### config.mk
export PLATFORM = sky130hd
export DESIGN_NAME = pipeline_hazard_ctrl
export DESIGN_NICKNAME = d
export VERILOG_FILES = /design/src/rtl/pipeline_hazard_ctrl.sv
export SDC_FILE = /design/constraint.sdc
export NUM_CORES = 1
export LEC_CHECK = 0
export ABC_AREA = 1
export CAP_MARGIN = 20
export CORE_MARGIN = 5
export CORE_UTILIZATION = 46
export CTS_CLUSTER_DIAMETER = 100
export DETAILED_ROUTE_END_ITERATION = 8
export GPL_TIMING_DRIVEN = 0
export PLACE_DENSITY = 0.76
export SYNTH_ARGS = -nofsm -noshare
export SYNTH_HDL_FRONTEND = slang
export SYNTH_SLANG_ARGS = --single-unit
### constraint.sdc
create_clock -name clk_i -period 1.8 [get_ports clk_i]
set_input_delay 0.54 -clock clk_i [delete_from_list [all_inputs] [get_ports clk_i]]
set_output_delay 0.54 -clock clk_i [all_outputs]
set_load 0.01 [all_outputs]
### src/rtl/pipeline_hazard_ctrl.sv
//-----------------------------------------------------------------------------
// pipeline_hazard_ctrl
//
// Central stall/flush sequencer for the 5-stage core (F, D, E, M, W).
// Merges the decode load-use hazard, decode PC prediction, execute
// mispredict correction, multi-cycle execute ops (DIV/FPU) and data-memory
// wait into per-stage stall/flush controls. Owns the multi-cycle busy FSM
// (with timeout) and remembers a mispredict that arrives while memory
// freezes the pipe, replaying the flush once the freeze lifts.
//
// Parameters:
//   MC_TIMEOUT   max cycles spent in MC_BUSY before forced release (>=2)
//   MC_CNT_BITS  width of the multi-cycle counter (must hold MC_TIMEOUT)
//
// Optional feature macro: PIPE_CTRL_PERF_EN
//   When defined, adds perfStallCycles_o / perfFlushCount_o counters.
//
// Ports:
//   clk_i              clock, all state updates on rising edge
//   reset_i            synchronous, active-high reset
//   D_dataHazard_i     load-use / load-after-store hazard from decode
//   D_predictPC_i      decode wants fetch redirected to its predicted PC
//   E_correctPC_i      execute detected mispredict
//   E_mcStart_i        multi-cycle op present in E this cycle
//   E_mcDone_i         multi-cycle unit result valid this cycle
//   M_memBusy_i        data memory not ready; M must hold
//   F_stall_o          hold PC/fetch register
//   F_takePred_o       fetch loads decode's predicted PC
//   D_stall_o          hold FD/DE registers
//   D_flush_o          invalidate FD register
//   E_stall_o          hold E stage
//   E_flush_o          insert bubble into DE
//   M_bubble_o         EM register loads bubble
//   M_stall_o          hold M stage
//   perfStallCycles_o  (PIPE_CTRL_PERF_EN) cycles with any stage stalled
//   perfFlushCount_o   (PIPE_CTRL_PERF_EN) mispredict flushes issued
//   mcTimeout_o        registered one-cycle pulse on multi-cycle timeout
//-----------------------------------------------------------------------------
`timescale 1ns/1ps

module pipeline_hazard_ctrl #(
   parameter int MC_TIMEOUT  = 64,
   parameter int MC_CNT_BITS = 7
) (
   input  logic        clk_i,
   input  logic        reset_i,
   input  logic        D_dataHazard_i,
   input  logic        D_predictPC_i,
   input  logic        E_correctPC_i,
   input  logic        E_mcStart_i,
   input  logic        E_mcDone_i,
   input  logic        M_memBusy_i,
   output logic        F_stall_o,
   output logic        F_takePred_o,
   output logic        D_stall_o,
   output logic        D_flush_o,
   output logic        E_stall_o,
   output logic        E_flush_o,
   output logic        M_bubble_o,
   output logic        M_stall_o,
`ifdef PIPE_CTRL_PERF_EN
   output logic [31:0] perfStallCycles_o,
   output logic [31:0] perfFlushCount_o,
`endif
   output logic        mcTimeout_o
);

   typedef enum logic {
      RUN     = 1'b0,
      MC_BUSY = 1'b1
   } fsm_t;

   localparam logic [MC_CNT_BITS-1:0] CNT_LAST = MC_CNT_BITS'(MC_TIMEOUT - 1);
   localparam logic [MC_CNT_BITS-1:0] CNT_ONE  = MC_CNT_BITS'(1);

   fsm_t                   fsm;
   fsm_t                   fsm_nxt;
   logic [MC_CNT_BITS-1:0] mc_cnt;
   logic [MC_CNT_BITS-1:0] mc_cnt_nxt;
   logic                   pend_flush;
   logic                   pend_flush_nxt;
   logic                   timeout_nxt;

   logic                   correct_eff;
   logic                   mc_stall;
   logic                   flush_sel;

   // While a multi-cycle op holds E, no other instruction can reach E, so
   // a correction seen in MC_BUSY is spurious and dropped.
   assign correct_eff = E_correctPC_i && (fsm == RUN);

   // Stall while the op is outstanding; a start that completes in the same
   // cycle never stalls.
   assign mc_stall = ((fsm == MC_BUSY) && !E_mcDone_i) ||
                     ((fsm == RUN) && E_mcStart_i && !E_mcDone_i);

   // Mispredict flush wins only when neither memory nor the MC unit holds
   // the pipe; a deferred flush is replayed here as well.
   assign flush_sel = !reset_i && !M_memBusy_i && !mc_stall &&
                      (correct_eff || pend_flush);

   //--------------------------------------------------------------------------
   // State register
   //--------------------------------------------------------------------------
   always_ff @(posedge clk_i) begin
      if (reset_i) begin
         fsm         <= RUN;
         mc_cnt      <= '0;
         pend_flush  <= 1'b0;
         mcTimeout_o <= 1'b0;
      end else begin
         fsm         <= fsm_nxt;
         mc_cnt      <= mc_cnt_nxt;
         pend_flush  <= pend_flush_nxt;
         mcTimeout_o <= timeout_nxt;
      end
   end

   //--------------------------------------------------------------------------
   // Next-state logic
   //--------------------------------------------------------------------------
   always_comb begin
      fsm_nxt     = fsm;
      mc_cnt_nxt  = mc_cnt;
      timeout_nxt = 1'b0;

      // A memory freeze holds the FSM and counter exactly where they are.
      if (!M_memBusy_i) begin
         unique case (fsm)
            RUN: begin
               if (E_mcStart_i && !E_mcDone_i) begin
                  fsm_nxt    = MC_BUSY;
                  mc_cnt_nxt = '0;
               end
            end
            MC_BUSY: begin
               if (E_mcDone_i) begin
                  fsm_nxt = RUN;
               end else if (mc_cnt == CNT_LAST) begin
                  fsm_nxt     = RUN;
                  timeout_nxt = 1'b1;
               end else begin
                  mc_cnt_nxt = mc_cnt + CNT_ONE;
               end
            end
            default: fsm_nxt = RUN;
         endcase
      end

      pend_flush_nxt = pend_flush;
      if (M_memBusy_i) begin
         pend_flush_nxt = pend_flush || correct_eff;
      end else if (flush_sel) begin
         pend_flush_nxt = 1'b0;
      end
   end

   //--------------------------------------------------------------------------
   // Output logic
   //--------------------------------------------------------------------------
   always_comb begin
      F_stall_o    = 1'b0;
      F_takePred_o = 1'b0;
      D_stall_o    = 1'b0;
      D_flush_o    = 1'b0;
      E_stall_o    = 1'b0;
      E_flush_o    = 1'b0;
      M_bubble_o   = 1'b0;
      M_stall_o    = 1'b0;

      if (reset_i) begin
         // Keep the pipe empty while reset is held.
         D_flush_o  = 1'b1;
         E_flush_o  = 1'b1;
         M_bubble_o = 1'b1;
      end else if (M_memBusy_i) begin
         F_stall_o = 1'b1;
         D_stall_o = 1'b1;
         E_stall_o = 1'b1;
         M_stall_o = 1'b1;
      end else if (mc_stall) begin
         // M drains its current instruction and takes bubbles behind it.
         F_stall_o  = 1'b1;
         D_stall_o  = 1'b1;
         E_stall_o  = 1'b1;
         M_bubble_o = 1'b1;
      end else if (flush_sel) begin
         // Hazard and prediction belong to the squashed instructions.
         D_flush_o = 1'b1;
         E_flush_o = 1'b1;
      end else if (D_dataHazard_i) begin
         F_stall_o = 1'b1;
         D_stall_o = 1'b1;
         E_flush_o = 1'b1;
      end else if (D_predictPC_i) begin
         F_takePred_o = 1'b1;
         D_flush_o    = 1'b1;
      end
   end

`ifdef PIPE_CTRL_PERF_EN
   logic any_stall;

   assign any_stall = F_stall_o || D_stall_o || E_stall_o || M_stall_o;

   // Counters wrap naturally modulo 2^32.
   always_ff @(posedge clk_i) begin
      if (reset_i) begin
         perfStallCycles_o <= '0;
         perfFlushCount_o  <= '0;
      end else begin
         if (any_stall) begin
            perfStallCycles_o <= perfStallCycles_o + 32'd1;
         end
         if (flush_sel) begin
            perfFlushCount_o <= perfFlushCount_o + 32'd1;
         end
      end
   end
`endif

endmodule
# Yosys cells after proc, flatten, opt, wreduce, memory -nomap -nowiden
# Cells that the tools add are included.
# word_totals
ff_bits	10
inputBits	8
output_inout_bits	9
word_cells	65
# op_classes
n_addsub	1
n_eq_ne	4
n_mux	37
bitwise_logic	2
reduce_logical	17
# ops
operator	n
2-to-1 mux 1 bit	32
2-to-1 mux 7 bit	3
one-hot mux 7 bit (2 select lines)	1
logical AND 1 bit	8
adder 7 x 1 -> 7 bit (second input constant)	1
equality test 7 x 6 -> 1 bit (second input constant)	1
zero test 1 bit	4
inequality test 2 bit (second input constant)	2
AND reduction 4 bit	1
OR reduction 4 bit	1
logical OR 1 bit	2
inequality test 2 x 1 -> 1 bit (second input constant)	1
NOT 1 bit	2
one-hot mux 1 bit (2 select lines)	1
nonzero test 2 bit	1

# Depth between registers and ports, before layout
# Gate-level depths: netlist (run 1).
# logic_depth
word_depth	11
ltp_mapped	8
ltp_nobuf	8

# Least setup slack after synthesis (run 1)
# OpenSTA, ideal clock, no wires.
# synth_timing
kind	input -> output
startpoint	input port E_mcStart_i
endpoint	output port F_stall_o
t_arrival_ns	1.236
t_required_ns	1.260
setup_slack_ns	0.024
stages	5
path_buffers	1
cell_sequence	nor2_2 > o21ai_1 > nand2_1 > o31ai_2 > buf_4
# synth_between
elab_chain_cells	10
# synth_lines
item	line	source
start: declaration	50	input logic E_mcStart_i,
logical AND 1 bit * (2 in series)	95	((fsm == RUN) && E_mcStart_i && !E_mcDone_i);
logical OR 1 bit *	94	assign mc_stall = ((fsm == MC_BUSY) && !E_mcDone_i) ||
zero test 1 bit	99	assign flush_sel = !reset_i && !M_memBusy_i && !mc_stall &&
logical AND 1 bit (2 in series)	99	
2-to-1 mux 1 bit	--	
2-to-1 mux 1 bit * (3 in series)	--	
end: declaration	53	output logic F_stall_o,
# Every way passes the cells marked *; elsewhere a longest branch is shown, timed or not.

# Worst setup path after layout (run 1)
# layout_timing
startpoint	register fsm
endpoint	output port F_takePred_o
# layout_between
elab_chain_cells	11
elab_cells_between_ends	14
cone_classes	4 x mux; 1 x bitwise; 9 x reduce/logical
# layout_lines
item	line	source
start: declaration	76	fsm_t fsm;
start signal: assignment	112	fsm <= fsm_nxt;
NOT 1 bit	--	
logical AND 1 bit (2 in series)	95	
logical OR 1 bit	94	
zero test 1 bit	99	
logical AND 1 bit (2 in series)	99	
2-to-1 mux 1 bit	187	end else if (flush_sel) begin
2-to-1 mux 1 bit *	181	end else if (mc_stall) begin
2-to-1 mux 1 bit *	176	end else if (M_memBusy_i) begin
2-to-1 mux 1 bit *	171	if (reset_i) begin
end: declaration	54	output logic F_takePred_o,
# Marks and branches as above.

==> summary.txt, run 1 <==
Worst setup path
  • Worst Setup SP: fsm
  • Crit path DAT: 1410 ps
  • Setup Crit Path Kind: reg -> out
  • FF-to-FF Start: mc_cnt[1]
  • Critical path capture point type: primary output
  • Worst-path fanout max: 4
  • Worst R2R Setup Slack: 430 ps
  • RR Endpoint: mc_cnt[0]
  • Worst path required time: 1260 ps
  • Crit start category: flop
  • Reg2Reg Depth: 8

Layout
  • Multi-input gate area: 424 sq um
  • Sequential Area: between 200 and 250 sq um
  • Fillcell total: approximately 110
  • N_diodes: 0
  • Layout cell share with drive strength beyond 1: 39.7%
  • Final core occ: 70.0%
  • Post-route cell area: 933 sq um
  • Final Net Count: 137
  • Layout area overhead: 40.2%

Timing
  • Clock Skew: 12.3 ps
  • Setup_tns: -532 ps
  • Slew Limit Fails: 0
  • Max_slew headroom: 84.8%
  • Max Freq: 514 MHz
  • Worst-Margin Slew: 226 ps
  • Setup violations, final: 6
  • Unrepaired setup endpoints after global routing: yes
  • Final worst path period need: 1950 ps
  • Worst Setup Slack, final: -147 ps
  • Hold Violations, Final: 0
  • Share of the clock period used by the worst path: 108%

Logic synthesis
  • Top cell type's share of synthesized area: 30.1%
  • Synth Area in Simple Gates: 45.3%
  • Seq/Total Area, Yosys: 30.1%
  • Compound-Gate Fraction of Synth Area: 11.3%
  • Ys Warns: 0
  • Main combinational cell family by area after synthesis: simple AND/OR/NAND/NOR gates
  • Syn nets: 107
  • Cell taking the most area after synthesis: dfxtp_1
  • Dominant cells by area after synthesis: dfxtp_1 30%, nand2_1 10%, nor2_1 8.5%
  • Post-synthesis xor/xnor area fraction: 0%
  • Yosys reg bits: 10
  • Post-Syn Area: 666 sq um
  • Post-synthesis adder-cell area fraction: ~1.9%
  • Synthesized area per cell: 6.79 sq um
  • Multiplexer share of the synthesized area: 0%
  • Mapped Cells: 98
  • Cell variety after synth: 24

GRT
  • Gr usage total: 18.1%
  • GR Layer Usage met3: 8.27%
  • Number of global-route vias before repair: about 620
  • Grt ovf: 0
  • Met2 Track Usage GR: 25.6%
  • First-pass GRT wire length: ~2700 um
  • Met1 GRT Util: about 22%
  • Most used routing layer: met2
  • Antenna violations before repair: 0
  • Largest net degree at the start of global routing: 11

Power
  • Pwr/cell area: about 570 mW/mm^2
  • P_leak: between 0.4 and 0.5 nW
  • Peak VDD IR: ~470 uV

Die
  • DIE HEIGHT: slightly below 50 um
  • Initial core utilization: 49.9%
  • # rows: 13
  • Die area: 0.00231 sq mm
  • Ports: 17
  • Core area: roughly 0.0013 sq mm
  • Die X-Extent: 48.0 um

Detailed routing
  • DR DRC count: 0
  • DR WL/cell: 11.6 um
  • 1st-pass router iterations: 4
  • Final ANT Viol Nets: 0
  • Drt total wl: 1640 um
  • DR iter-0 viols: 23
  • Via count: 678
  • Drt via density: 4.81

CTS
  • # hold bufs at CTS: 0
  • Clock Tree Root: clkbuf_4
  • Maximum clock insertion buffer count: 2
  • Worst-Skew Late Latency: 280 ps
  • CTS sink count: 10
  • Clock transition at the registers of the reported paths: 70 ps
  • CTS buffer count: 3
  • H-tree Lvls: 1
  • TritonCTS clock tree: built

Hold path
  • Hold crit path type: reg -> reg
  • WHS Path Cells: 2
  • Hold EP: mc_cnt[6]
  • Hold Crit Start: mc_cnt[6]

Outcome
  • Status: finished with violations
  • Failing checks: negative setup slack

Run
  • Maxcap violations: 0

Placed design
  • RD Place Congestion: 0.803
  • Port Buffers: 16
  • Post-DP HPWL: approximately 1100 um
  • Dpl cell area: 845 sq um
==> power by group <==
group / leakage (nW) / switching [mW] / internal (mW)
clock: 0.0138 / 0.0771 / 0.0772
combinational: 0.327 / 0.0767 / 0.0666
sequential: 0.0820 / 0.00504 / 0.227
total: 0.423 / 0.159 / 0.371
==> cell usage in the layout (no fill, tap or decap), drive strengths merged <==
cell,count
nor2,20
o21ai,6
clkdlybuf4s15,1
dfxtp,10
nor3,3
a31oi,1
buf,21
ha,1
inv,17
nand3,13
o31ai,1
or2,1
nand2,19
clkbuf,4
o22ai,2
dlygate4sd2,3
clkdlybuf4s50,1
a21oi,2
==> cell usage after synthesis (all sizes together) <==
cell type and instances:
nand3 13, o31ai 1, inv 17, nand2 19, buf 2, o22ai 2, nor3 3, nor2 20
ha 1, dfxtp 10, a21oi 2, a31oi 1, or2 1, o21ai 6
==> per-stage QoR <==
stage / setup slack, ps / hold slack, ps / instances / power (mW)
floorplan: 23.8 / 446 / 98 / 0.307
global placement: -985 / 466 / 129 / 0.361
detailed placement: -985 / 471 / 129 / 0.362
CTS: -105 / 477 / 140 / 0.533
global route: -198 / 507 / 141 / 0.567
finish: -147 / 473 / 141 / 0.530
==> metal layers <==
| metal | share of wire [%] | vias to the layer above |
|---|---|---|
| met2 | 47 | 12 |
| met3 | 5.4 | 5 |
| met1 | 45 | 292 |
| met5 | 0 | - |
| met4 | 2.7 | 0 |
| li1 | - | 369 |
==> critical path: stages (launching register included) <==
cell	delay, ps
dfxtp_4	360
buf_6	120
nor2_4	110
o21ai_2	80
buf_4	140
nor3_2	160
buf_2	160
==> cells by family (layout without fill, tap and decap cells) <==
family                     count (synthesis)  count (layout)
and+or+nand+nor                           56              56
buffers and inverters                     19              47
AOI/OAI and AO/OA                         12              12
DFF                                       10              10
adders and majority gates                  1               1
==> final cells by class <==
cell class | count | share of cell area (%)
plain buffers | 2 | 2.01
clock buffers | 3 | 2.41
inverters | 17 | 7.10
multi-input cells | 69 | 45.4
flip-flops and latches | 10 | 21.8
well taps | 15 | 2.01
repair buffers | 25 | 19.2
==> worst max-delay path by stage <==
stage                   endpoint  depth (start not counted)
floorplan              F_stall_o                          5
global placement    F_takePred_o                          6
detailed placement  F_takePred_o                          6
CTS                    F_stall_o                          7
global route        F_takePred_o                          6
finish              F_takePred_o                          6
==> flip-flops by register name, indices dropped and copies added, names as in the netlist <==
signal	count
fsm	1
pend_flush	1
mcTimeout_o	1
mc_cnt	7
==> timing repair <==
action,CTS,global route
pin swaps,8,3
buffers inserted,8,1
endpoints found under the setup margin,8,8
resized for setup,63,3
(Power assumes the default switching activity.)
==> inputs of run 2 (changes only) <==
- CORE_UTILIZATION: 46 -> 42
- PLACE_DENSITY: 0.76 -> 0.73
- clock period: 1.8 -> 1.66 ns (I/O delays scaled with it)
==> run 2 against run 1 <==
Net effect:
- largest power group unchanged
- total power up 11%
- critical endpoint is now E_flush_o
- sequential power up 9.1%
- final cell count up 1.4%
- hold slack better by 3.6 ps
- the flow still finishes with violations (negative setup slack)
==> summary.txt, run 2 (same netlist as run 1, synthesis figures left out) <==
Outcome
  • Status: finished with violations
  • Failing checks: negative setup slack

Timing
  • Max_slew headroom: a little over four fifths
  • Share of the clock period used by the worst path: 111%
  • Max Freq: 545 MHz
  • Worst Setup Slack, final: -176 ps
  • Hold Violations, Final: 0
  • Worst-Margin Slew: 248 ps
  • Setup violations, final: 6
  • Clock Skew: 5.37 ps
  • Final worst path period need: ~1800 ps
  • Unrepaired setup endpoints after global routing: yes
  • Slew Limit Fails: 0

Placed design
  • RD Place Congestion: 0.760
  • Post-place setup slack: -1120 ps
  • Cells after DPL: 130
  • Port Buffers: 16
  • Post-DP HPWL: between 1000 and 1500 um
  • Dpl cell area: 860 sq um

Worst setup path
  • Worst path required time: between 1000 and 1500 ps
  • Worst R2R Setup Slack: 280 ps
  • Worst Setup SP: fsm
  • Cell family contributing the most delay on the critical path: flip-flops
  • FF-to-FF Start: mc_cnt[0]
  • WP depth: 6
  • Slowest CP cell: dfxtp_4
  • Worst-path fanout max: 3
  • CP endpoint: E_flush_o
  • Max stage delay on crit path: 370 ps
  • Crit path DAT: ~1300 ps
  • Crit path top cell by count: nor2_1
  • Setup Crit Path Kind: reg -> out
  • RR Endpoint: mc_cnt[0]
  • WP buf/inv: 1
  • Crit start category: flop
  • Critical path capture point type: primary output
  • Reg2Reg Depth: 8
  • Worst path cell trace: nor2_4, nor2_2, nor2_1, nor2_1, a31oi_1, buf_2

Detailed routing
  • Drt total wl: 1810 um
  • Drt via density: about 5.0
  • DR iter-0 viols: 14
  • Via count: around 710
  • Final ANT Viol Nets: 0
  • DR DRC count: 0
  • 1st-pass router iterations: 4
  • DR WL/cell: 12.6 um

Power
  • Sw frac: 30.3%
  • Pwr/cell area: 606 mW/mm^2
  • P_leak: roughly 0.44 nW
  • Clk pwr share: 28.0%
  • Gate power share: about 29%
  • Reg power frac: 43.0%
  • Switching pwr: between 0.15 and 0.2 mW
  • Int Power: 0.410 mW
  • Peak VDD IR: about 440 uV

GRT
  • Met2 Track Usage GR: 28.8%
  • Most used routing layer: met2
  • Met1 GRT Util: 18.0%
  • Antenna violations before repair: 0
  • Number of global-route vias before repair: 703
  • Gr usage total: 15.7%
  • GR Layer Usage met3: about 5.4%
  • Largest net degree at the start of global routing: 11
  • Grt ovf: 0
  • First-pass GRT wire length: 3100 um

Layout
  • N_diodes: 0
  • Final Net Count: around 140
  • Layout cell share with drive strength beyond 1: 42.5%
  • Post-route cell area: just under 0.001 sq mm
  • Fillcell total: 136
  • Layout area overhead: 45.9%
  • Commonest non-fill, non-tap cells in the layout: 15 x nand2_1, 14 x nor2_1, 11 x inv_1
  • Most common cell after layout, fill and taps aside: nand2_1
  • Max FFs per register: 7
  • Largest Register: mc_cnt
  • Count of non-filler cells in the finished layout: ~140

Die
  • # rows: 14
  • Die area: 0.00248 sq mm
  • Initial core utilization: 44.2%
  • Core area: 0.00151 sq mm
  • DIE HEIGHT: 49.8 um
  • Die X-Extent: 49.8 um
  • Ports: 17

CTS
  • Worst-Skew Late Latency: 270 ps
  • Clock Tree Root: clkbuf_4
  • Clock transition at the registers of the reported paths: 60 ps
  • CTS sink count: 10
  • H-tree Lvls: 1
  • TritonCTS clock tree: built
  • Maximum clock insertion buffer count: 2
  • CTS buffer count: 3

Run
  • Maxcap violations: 0

Hold path
  • Hold crit path type: reg -> reg
## run 2: worst min-delay path by stage
| stage | start | to | slack [ps] | cells past startpoint |
|---|---|---|---|---|
| after CTS | mc_cnt[6] | mc_cnt[6] | 480 | 2 |
| final | mc_cnt[6] | mc_cnt[6] | 480 | 2 |
| after global routing | mc_cnt[6] | mc_cnt[6] | 510 | 2 |
| after floorplan | pend_flush | pend_flush | 450 | 2 |
| after detailed placement | pend_flush | pend_flush | 470 | 2 |
| after global placement | pend_flush | pend_flush | 460 | 2 |
## run 2: layout make-up
class                   count  area [sq um]  share of cell area (%)
repair buffers             26           196                    20.2
plain buffers               2          18.8                    1.93
well taps                  16          20.0                    2.06
flip-flops and latches     10           204                    21.0
multi-input cells          69           440                    45.4
inverters                  17          68.8                    7.09
clock buffers               3          22.5                    2.32
## run 2: what timing repair did
item	CTS	global route
gates resized for setup	71	5
buffers inserted	9	2
hold endpoints to repair	0	0
hold buffers	0	0
setup endpoints to repair	8	7
pin swaps	10	6
## run 2: worst register-to-register path, delay by kind of cell (launching register included)
kind	cells	cell delay (ps)
buffers and inverters	1	50
AND/OR/NAND/NOR	6	690
adder cells (fa/ha/maj)	1	180
flip-flops	1	370
## run 2: layer usage
metal,vias to the layer above,routed length [um],share of wire (%)
li1,370,-,-
met1,320,723,40
met2,19,951,53
met3,4,95,5.3
met4,0,34,1.9
met5,-,0,0
## run 2: metrics by stage
step / total power, mW / TNS (ps) / hold slack, ps / util, %
finish: 0.589 / -711 / 477 / 64.5
detailed placement: 0.399 / -8230 / 470 / 57.1
floorplan: 0.337 / 0 / 446 / -
global route: 0.625 / -1120 / 512 / 64.5
global placement: 0.397 / -7910 / 462 / 57.1
CTS: 0.577 / -505 / 476 / 62.7
## run 2: power groups by stage
stage / Sequential [mW] / Combinational [mW] / Clock (mW)
final: 0.253 / 0.171 / 0.165
after global routing: 0.254 / 0.185 / 0.185
after CTS: 0.253 / 0.158 / 0.166
after detailed placement: 0.260 / 0.139 / 0
after global placement: 0.259 / 0.137 / 0
after floorplan: 0.258 / 0.0788 / 0
